$ cat src/rtl/tree_pkg.sv
// Shared constants and types for the decision-tree frame loader and its helpers.
package tree_pkg;

  localparam int FEAT_W          = 51;
  localparam int BYTE_W          = 8;
  localparam int N_CLASS         = 7;
  localparam int CLASS_W         = 3;

  // Number of stream bytes needed to cover one feature vector (ceiling division).
  localparam int BYTES_PER_FRAME = (FEAT_W + BYTE_W - 1) / BYTE_W;

  // Bits held in the assembly register: every byte except the final one.
  localparam int ASM_W           = (BYTES_PER_FRAME - 1) * BYTE_W;

  // Bits of the final byte that land in the feature vector; the rest are ignored.
  localparam int TOP_W           = FEAT_W - ASM_W;

  localparam int CNT_W           = $clog2(BYTES_PER_FRAME);

  // Class code reported when no tree votes.
  localparam logic [CLASS_W-1:0] NO_VOTE = CLASS_W'(N_CLASS);

  typedef enum logic [1:0] {
    LOAD  = 2'd0,
    EVAL  = 2'd1,
    OUT   = 2'd2,
    DRAIN = 2'd3
  } state_t;

endpackage

$ cat src/rtl/tree_vote_encoder.sv
// Priority encoder: lowest-index set vote wins, NO_VOTE when no bit is set.
module tree_vote_encoder
  import tree_pkg::*;
(
  input  logic [N_CLASS-1:0] votes,
  output logic [CLASS_W-1:0] win_idx
);

  // Scan from the top down so the lowest set index is the last one written.
  always_comb begin
    win_idx = NO_VOTE;
    for (int k = N_CLASS - 1; k >= 0; k--) begin
      if (votes[k]) begin
        win_idx = CLASS_W'(k);
      end
    end
  end

endmodule

$ cat src/rtl/tree_frame_loader.sv
// Assembles byte-stream feature frames, presents them to the class trees,
// captures the votes one cycle later and returns the winning class.
//
// Handshakes: a transfer happens on a rising clk edge where valid and ready
// are both high. Senders hold valid and payload stable until that edge;
// ready may toggle freely and never depends combinationally on valid.
module tree_frame_loader
  import tree_pkg::*;
(
  input  logic               clk,
  input  logic               rst,
  input  logic               s_valid,
  output logic               s_ready,
  input  logic [BYTE_W-1:0]  s_data,
  input  logic               s_last,
  output logic [FEAT_W-1:0]  feat_o,
  input  logic [N_CLASS-1:0] vote_i,
  output logic               m_valid,
  input  logic               m_ready,
  output logic [CLASS_W-1:0] m_class,
  output logic [N_CLASS-1:0] m_votes,
  output logic               err_o
);

  localparam logic [CNT_W-1:0] LAST_IDX = CNT_W'(BYTES_PER_FRAME - 1);

  state_t             state;
  state_t             state_next;
  logic [CNT_W-1:0]   cnt;
  logic [ASM_W-1:0]   asm_q;
  logic               accept;
  logic               load_frame;
  logic               err_next;
  logic               cnt_clear;
  logic               cnt_inc;
  logic               store;
  logic [CLASS_W-1:0] win_idx;

  // Only the two byte-consuming states take input; held off during reset.
  assign s_ready = !rst && ((state == LOAD) || (state == DRAIN));
  assign accept  = s_valid && s_ready;

  tree_vote_encoder u_enc (
    .votes   (vote_i),
    .win_idx (win_idx)
  );

  // State register.
  always_ff @(posedge clk or posedge rst) begin
    if (rst) begin
      state <= LOAD;
    end else begin
      state <= state_next;
    end
  end

  // Next-state and datapath control decode.
  always_comb begin
    state_next = state;
    load_frame = 1'b0;
    err_next   = 1'b0;
    cnt_clear  = 1'b0;
    cnt_inc    = 1'b0;
    store      = 1'b0;
    case (state)
      LOAD: begin
        if (accept) begin
          if (s_last) begin
            cnt_clear = 1'b1;
            if (cnt == LAST_IDX) begin
              load_frame = 1'b1;
              state_next = EVAL;
            end else begin
              err_next = 1'b1;   // frame too short: drop it, stay in LOAD
            end
          end else if (cnt == LAST_IDX) begin
            err_next   = 1'b1;   // frame too long: discard up to the next s_last
            cnt_clear  = 1'b1;
            state_next = DRAIN;
          end else begin
            store   = 1'b1;
            cnt_inc = 1'b1;
          end
        end
      end
      DRAIN: begin
        if (accept && s_last) begin
          state_next = LOAD;
        end
      end
      EVAL: begin
        state_next = OUT;
      end
      OUT: begin
        if (m_ready) begin
          state_next = LOAD;
        end
      end
      default: begin
        state_next = LOAD;
      end
    endcase
  end

  // Byte counter and private assembly register; feat_o only moves on a complete frame.
  always_ff @(posedge clk or posedge rst) begin
    if (rst) begin
      cnt    <= '0;
      asm_q  <= '0;
      feat_o <= '0;
      err_o  <= 1'b0;
    end else begin
      err_o <= err_next;
      if (cnt_clear) begin
        cnt <= '0;
      end else if (cnt_inc) begin
        cnt <= cnt + 1'b1;
      end
      if (store) begin
        for (int i = 0; i < BYTES_PER_FRAME - 1; i++) begin
          if (cnt == CNT_W'(i)) begin
            asm_q[i*BYTE_W +: BYTE_W] <= s_data;
          end
        end
      end
      if (load_frame) begin
        feat_o <= {s_data[TOP_W-1:0], asm_q};
      end
    end
  end

  // Result channel: capture votes after the settle cycle, hold until accepted.
  always_ff @(posedge clk or posedge rst) begin
    if (rst) begin
      m_valid <= 1'b0;
      m_class <= '0;
      m_votes <= '0;
    end else if (state == EVAL) begin
      m_valid <= 1'b1;
      m_class <= win_idx;
      m_votes <= vote_i;
    end else if ((state == OUT) && m_ready) begin
      m_valid <= 1'b0;
    end
  end

endmodule

$ cat config.mk
export PLATFORM = sky130hd
export DESIGN_NAME = tree_frame_loader
export DESIGN_NICKNAME = d
export VERILOG_FILES = /design/src/rtl/tree_pkg.sv /design/src/rtl/tree_vote_encoder.sv /design/src/rtl/tree_frame_loader.sv
export SDC_FILE = /design/constraint.sdc
export NUM_CORES = 1
export LEC_CHECK = 0
export CAP_MARGIN = 10
export CORE_MARGIN = 2
export CORE_UTILIZATION = 53
export DETAILED_ROUTE_END_ITERATION = 8
export PLACE_DENSITY_LB_ADDON = 0.2
export SLEW_MARGIN = 20
export SYNTH_ARGS = -nofsm -noshare
export SYNTH_HDL_FRONTEND = slang
export SYNTH_SLANG_ARGS = --single-unit
$ cat constraint.sdc
create_clock -name clk -period 5.6 [get_ports clk]
set_input_delay 1.68 -clock clk [delete_from_list [all_inputs] [get_ports clk]]
set_output_delay 1.68 -clock clk [all_outputs]
set_load 0.02 [all_outputs]
After elaboration in Yosys (flattened, before gate mapping):

Cells that the tools add are included.
Widths: inputs -> output; s select.

* register bits: 116
* output and inout bits: 64

* reductions and logical operators: 17
* mux-type cells: 32
* add/sub/neg operators: 1
* equality and inequality tests: 13

Operators by type and width (number)
* $mux 3: 6
* $mux 1: 17
* $mux 2: 8
* $reduce_and 2->1: 6
* $eq 3x3->1 const B: 3
* $pmux 2 s4: 1
* $eq 3x2->1 const B: 2
* $eq 2x2->1 const B: 2
* $logic_and 1x1->1: 4
* $ne 2x1->1 const B: 2
* $ne 2x2->1 const B: 2
* $reduce_and 4->1: 1
* $reduce_bool 2->1: 2
* $add 3x1->3 const B: 1
* $eq 3x1->1 const B: 1
* $logic_not 3->1: 1
* $eq 2x1->1 const B: 1
* $logic_not 2->1: 1
* $logic_not 1->1: 1
* $logic_or 1x1->1: 1

Depth between registers and ports, before layout:

Gate-level depths: netlist of the first run.

* depth in word-level cells: 8
* depth in mapped cells: 8
* gate-level depth less buffers: 7

Hierarchy:

A second synthesis of the first run with hierarchy kept.

* cells, all modules: 298
* area, all modules: 4729.5 um^2

By module, submodules not included
* tree_frame_loader: area an instance 4679.5 um^2, seq. area each 2902.8 um^2, times used 1, cells an instance 289
* tree_vote_encoder: area an instance 50.0 um^2, seq. area each 0.0 um^2, times used 1, cells an instance 9

Worst setup path after synthesis of the first run:

Ideal clock, no wire load.

* path type: in2out
* from: input port rst
* to: output port s_ready
* path slack: 1.983 ns
* stages: 1
* arrival time: 1.937 ns
* path buffers: 0
* required time: 3.920 ns
* cells stage by stage: nor2_2

* cells in the longest elaborated chain, start to end: 2

RTL lines
* start, declared: line tree_frame_loader.sv:11 `input logic rst,`
* $logic_not 1->1 (no source line)
* $logic_and 1x1->1: line tree_frame_loader.sv:40 `assign s_ready = !rst && ((state == LOAD) || (state == DRAIN));`
* end, declared: line tree_frame_loader.sv:13 `output logic s_ready,`

Every way passes these cells.

Final worst setup path of the first run:

Ends and elaborated chain as after synthesis.

==> results of run 1 <==
per-layer routing:
metal	vias up	GRT usage [%]	part of all wire, %
met3	4	6.45	4.5
li1	1258	-	-
met4	0	6.95	0.69
met5	-	0	0
met1	1372	27.5	48
met2	60	28.5	47
logic make-up after synthesis:
kind of cell,count (synthesis),synth area share (%)
DFF,116,58.7
muxes,108,29.0
AOI/OAI and AO/OA,14,1.67
adders and majority gates,11,2.78
and+or+nand+nor,29,5.09
buffers and inverters,22,2.81
worst max-delay path: stages:
cell and delay, ns:
clkdlybuf4s50_1 0.52, nor2_2 0.19, clkdlybuf4s50_1 0.63
per-stage QoR:
| stage | hold slack [ns] | utilization [%] | cell area, µm² | total power (µW) |
|---|---|---|---|---|
| global route | 0.496 | 69.7 | 6380 | 2660 |
| global placement | 0.462 | 63.8 | 5840 | 1580 |
| detailed placement | 0.466 | 63.8 | 5840 | 1600 |
| CTS | 0.487 | 69.7 | 6380 | 2560 |
| floorplan | 0.458 | - | 4950 | 1410 |
| finish | 0.476 | 69.7 | 6380 | 2540 |
state kept, by name (all words and copies together) (netlist names):
register  flops
feat_o       51
asm_q        48
m_votes       7
cnt           3
m_class       3
state         2
err_o         1
m_valid       1
worst paths after layout:
check	depth (start not counted)	end	from	slack (ns)
min in group asynchronous	2	m_votes[3]	rst	1.74
max in group asynchronous	3	feat_o[5]	rst	2.95
worst min register to register	1	m_valid	m_valid	0.48
worst min-delay path	1	m_valid	m_valid	0.48
worst max-delay path	3	s_ready	rst	0.90
worst max register to register	5	feat_o[35]	state[0]	2.98
layout make-up:
type                    count  area, µm²
multi-input cells         162       1900
well taps                 111        139
clock inverters            14        106
flip-flops and latches    116       2900
clock buffers              18        428
fillers                   647       2780
repair buffers             85        846
inverters                  13       51.3
layout by cell type, fill, tap and decap left out:
cell / instances
inv_4: 1
mux2_2: 48
dfrtp_1: 116
a21o_1: 1
nand2_4: 2
ha_1: 11
nor3_4: 3
mux2_4: 58
o21ai_1: 1
nor2b_1: 1
clkbuf_8: 2
nand3_1: 1
a22oi_1: 1
and3_4: 1
and4bb_1: 1
nor2_2: 1
nor2_8: 2
mux2i_1: 1
clkdlybuf4s50_1: 83
clkinv_4: 4
inv_6: 3
and2_1: 1
clkbuf_16: 16
nand2_1: 9
nand3b_1: 1
a21oi_1: 3
nand4bb_1: 1
o21ai_0: 6
mux2_1: 1
clkinv_2: 3
inv_1: 12
nor2_1: 2
nand3_4: 1
nor4b_1: 1
buf_4: 2
clkinvlp_4: 4
nor4_1: 1
o311ai_0: 2
power by group through the flow:
stage          Sequential, µW  Combinational (µW)  Clock (µW)
6_report                 1090                 493         949
5_1_grt                  1120                 532        1010
4_1_cts                  1100                 499         969
3_5_place_dp             1110                 496           0
3_3_place_gp             1100                 485           0
2_1_floorplan            1140                 272           0
==> flow_metrics.env, run 1 <==
export IMPL_cts_buffer_depth=2
export IMPL_async_reset_ff_share_pct=100
export IMPL_synth_area_per_cell_um2=16.5
export IMPL_startpoint_type="input port"
export IMPL_wirelength_um=8900
export IMPL_grt_pass1_wl_um=14700
export IMPL_dr_pass1_iters=4
export IMPL_io_pins=84
export IMPL_num_rows=35
export IMPL_p_per_area_nw_per_um2=398
export IMPL_rsz0062_at_grt="false"
export IMPL_synth_top_cell_by_area="dfrtp_1"
export IMPL_place_congestion=0.686
export IMPL_dieArea_um2=10100
export IMPL_pre_cts_slack_ns=0.896
export IMPL_synthCells=300
export IMPL_antenna_cells=0
export IMPL_clock_latency_ns=0.50
export IMPL_period_minus_slack_ns=4.70
export IMPL_holdBufCountCts=0
export IMPL_grt_use_total_pct=19.5
export IMPL_p_leak_uw=0.00321
export IMPL_cp_data_required_time_ns=3.92
export IMPL_comb_power_share_pct=19.4
export IMPL_place_inst=487
export IMPL_io_buffers=83
export IMPL_worstSetupPathType="in2out"
export IMPL_h_tree_depth=4
export IMPL_clkTransAtPathRegs_ns=0.06
export IMPL_start_util_pct=54.0
export IMPL_vdd_drop_max_uv=296
export IMPL_ctsResizeCount=0
export IMPL_antenna_found_initial=0
export IMPL_yosysSeqAreaShare_pct=58.7
export IMPL_die_width_um=101
export IMPL_setup_tns_final_ns=0
export IMPL_min_path_type="reg2reg"
export IMPL_clkPwrFrac_pct=37.4
export IMPL_seq_power_share_pct=43.1
export IMPL_cp_max_fo=5
export IMPL_drt_iter0_drc=44
export IMPL_syn_area_um2=4950
export IMPL_root_buffer="clkbuf_8"
export IMPL_viasPerCell=5.19
export IMPL_yosys_register_bits=116
export IMPL_cts_tree="built"
export IMPL_wl_per_cell_um=17.1
export IMPL_grt_ovfl_total=0
export IMPL_dp_hpwl_um=5820
export IMPL_worst_setup_path_end_kind="output pin"
export IMPL_yosysMostFrequentCell="dfrtp_1"
export IMPL_timing_final_ws_setup_ns=0.902
export IMPL_slew_headroom_pct=34.3
export IMPL_via_count=2694
export IMPL_synth_distinct_cells=32
export IMPL_netSwitchingFraction_pct=28.1
export IMPL_numCtsBuffers=17
export IMPL_outcome="finished, final reports clean"
export IMPL_synth_nets=331
export IMPL_setup_viol=0
export IMPL_synth_area_leaders="dfrtp_1 (59%), mux2_4 (18%), mux2_2 (11%)"
export IMPL_drive_gt1_share_pct=37.0
export IMPL_worstPathArrival_ns=3.02
export IMPL_cts_setup_buffers=0
export IMPL_die_h_um=101
export IMPL_hold_viol_final=0
export IMPL_cts_sinks=116
export IMPL_synth_edf_count=0
export IMPL_ant_nets=0
export IMPL_yosys_top_cells_count="dfrtp_1 (116), mux2_4 (58), mux2_2 (48)"
export IMPL_yosys_warnings=0
export IMPL_maxCapViolCount=0
export IMPL_synth_flop_cell="dfrtp_1"
export IMPL_fin_crit_sh_pct=83.9
export IMPL_internal_power_uw=1820
export IMPL_final_nets=426
export IMPL_power_switching_uw=714
export IMPL_area_delta_synth_final_pct=28.9
export IMPL_grt_max_degree=54
export IMPL_netlist_area_leader_share_pct=58.7
export IMPL_drc=0
export IMPL_fmaxAchievable_ghz=0.213
export IMPL_core_um2=9150
export IMPL_grt_pass1_vias=2770
export IMPL_tightestPinTransition_ns=0.986
export IMPL_final_setup_skew_ns=0.00840
export IMPL_final_cells=519
export IMPL_final_max_slew_violation_count=0
Note: power is estimated with default switching activity, not from simulation.
==> run 2, diff against run 1 <==
--- a/config.mk
+++ b/config.mk
@@ -7,7 +7,7 @@
 export LEC_CHECK = 0
 export CAP_MARGIN = 10
 export CORE_MARGIN = 2
-export CORE_UTILIZATION = 53
+export CORE_UTILIZATION = 48
 export DETAILED_ROUTE_END_ITERATION = 8
 export PLACE_DENSITY_LB_ADDON = 0.2
 export SLEW_MARGIN = 20
==> constraint.sdc (replaced) <==
create_clock -name clk -period 3.99 [get_ports clk]
set_input_delay 1.197 -clock clk [delete_from_list [all_inputs] [get_ports clk]]
set_output_delay 1.197 -clock clk [all_outputs]
set_load 0.02 [all_outputs]
==> flow_metrics.env, run 2 (synthesis gave the netlist of run 1 again) <==
export IMPL_grt_ovfl_total=0
export IMPL_top_register="feat_o"
export IMPL_vdd_drop_max_uv=380
export IMPL_root_buffer="clkbuf_8"
export IMPL_die_h_um=106
export IMPL_layout_commonest_cell="dfrtp_1"
export IMPL_pre_cts_slack_ns=0.262
export IMPL_worstSetupPathType="in2out"
export IMPL_num_rows=37
export IMPL_grt_pass1_wl_um=14800
export IMPL_numCtsBuffers=17
export IMPL_comb_power_share_pct=19.3
export IMPL_worst_setup_path_end_kind="output pin"
export IMPL_io_pins=84
export IMPL_core_um2=10200
export IMPL_power_switching_uw=965
export IMPL_largest_reg_flops=51
export IMPL_antenna_found_initial=0
export IMPL_viasPerCell=4.96
export IMPL_tightestPinTransition_ns=0.565
export IMPL_maxCapViolCount=0
export IMPL_grt_pass1_vias=2802
export IMPL_io_buffers=83
export IMPL_grt_use_total_pct=17.5
export IMPL_via_count=2710
export IMPL_internal_power_uw=2610
export IMPL_drc=0
export IMPL_cp_max_fo=5
export IMPL_clkTransAtPathRegs_ns=0.05
export IMPL_cts_buffer_depth=2
export IMPL_setup_tns_final_ns=0
export IMPL_wirelength_um=8960
export IMPL_largest_registers="feat_o (51), asm_q (48), m_votes (7)"
export IMPL_min_path_type="reg2reg"
export IMPL_drt_iter0_drc=139
export IMPL_start_util_pct=48.6
export IMPL_place_inst=514
export IMPL_cts_sinks=116
export IMPL_grt_max_degree=106
export IMPL_hold_viol_final=0
export IMPL_timing_final_ws_setup_ns=0.266
export IMPL_wl_per_cell_um=16.4
export IMPL_cp_data_required_time_ns=2.79
export IMPL_holdBufCountCts=0
export IMPL_ant_nets=0
export IMPL_fin_crit_sh_pct=93.3
export IMPL_final_setup_skew_ns=0.00532
export IMPL_fin_hold_ws_ns=0.477
export IMPL_netSwitchingFraction_pct=27.0
export IMPL_ctsResizeCount=0
export IMPL_startpoint_type="input port"
export IMPL_drive_gt1_share_pct=37.1
export IMPL_final_cell_mix="dfrtp_1 (116), clkdlybuf4s50_1 (83), mux2_4 (58)"
export IMPL_clock_latency_ns=0.50
export IMPL_dieArea_um2=11100
export IMPL_cts_setup_buffers=0
export IMPL_final_cells=546
export IMPL_final_max_slew_violation_count=0
export IMPL_antenna_cells=0
export IMPL_cts_tree="built"
export IMPL_seq_power_share_pct=42.9
export IMPL_dp_hpwl_um=5900
export IMPL_slew_headroom_pct=62.3
export IMPL_p_leak_uw=0.00322
export IMPL_final_nets=428
export IMPL_clkPwrFrac_pct=37.8
export IMPL_postLayoutCoreUtil_pct=63.4
export IMPL_period_minus_slack_ns=3.72
export IMPL_die_width_um=106
export IMPL_dr_pass1_iters=4
export IMPL_outcome="finished, final reports clean"
export IMPL_h_tree_depth=4
export IMPL_rsz0062_at_grt="false"
export IMPL_setup_viol=0
export IMPL_worstPathArrival_ns=2.53
export IMPL_p_per_area_nw_per_um2=554
export IMPL_place_congestion=0.769
export IMPL_fmaxAchievable_ghz=0.268
export IMPL_area_delta_synth_final_pct=30.6
run 2: cell count changes in the layout (fill, tap and decap cells not counted):
cell	change
buf_12	+2
clkinv_2	+2
inv_6	-2
inv_4	-1
clkinvlp_4	+2
clkbuf_1	+1
bufinv_16	+1
clkinv_4	-3
run 2: area by class of cell:
cell class,instances,area [µm²]
repair buffers,87,886
fillers,788,3730
clock inverters,13,110
well taps,136,170
flip-flops and latches,116,2900
clock buffers,19,432
inverters,13,52.6
multi-input cells,162,1900
run 2: layer usage:
metal,share of wire [%],vias up,global-route usage (%)
met2,47,61,27.3
met1,47,1389,23.5
met5,0,-,0
met4,0.83,0,4.79
met3,4.3,7,6.00
li1,-,1253,-
run 2: worst paths after layout:
path	start	end	slack (ns)	cells after the start
hold / removal	m_valid	m_valid	0.48	1
setup / recovery	rst	s_ready	0.27	3
max in group asynchronous	rst	asm_q[36]	2.06	3
hold reg to reg	m_valid	m_valid	0.48	1
setup reg to reg	state[0]	feat_o[11]	1.56	6
min in group asynchronous	rst	m_valid	1.11	2
run 2: power by group through the flow:
| stage | Clock [µW] | Sequential, µW | Combinational (µW) |
|---|---|---|---|
| final | 1350 | 1530 | 691 |
| after global routing | 1440 | 1570 | 752 |
| after CTS | 1380 | 1540 | 701 |
| after detailed placement | 0 | 1560 | 697 |
| after global placement | 0 | 1540 | 682 |
| after floorplan | 0 | 1600 | 382 |
run 2: per-stage QoR:
stage,total power (µW),cell area [µm²]
3_3_place_gp,2230,5920
5_1_grt,3760,6460
2_1_floorplan,1990,4950
3_5_place_dp,2250,5920
6_report,3580,6460
4_1_cts,3620,6460
run 2: critical path, stage by stage:
cell             delay, ns
clkdlybuf4s50_1       0.51
nor2_2                0.19
clkdlybuf4s50_1       0.63
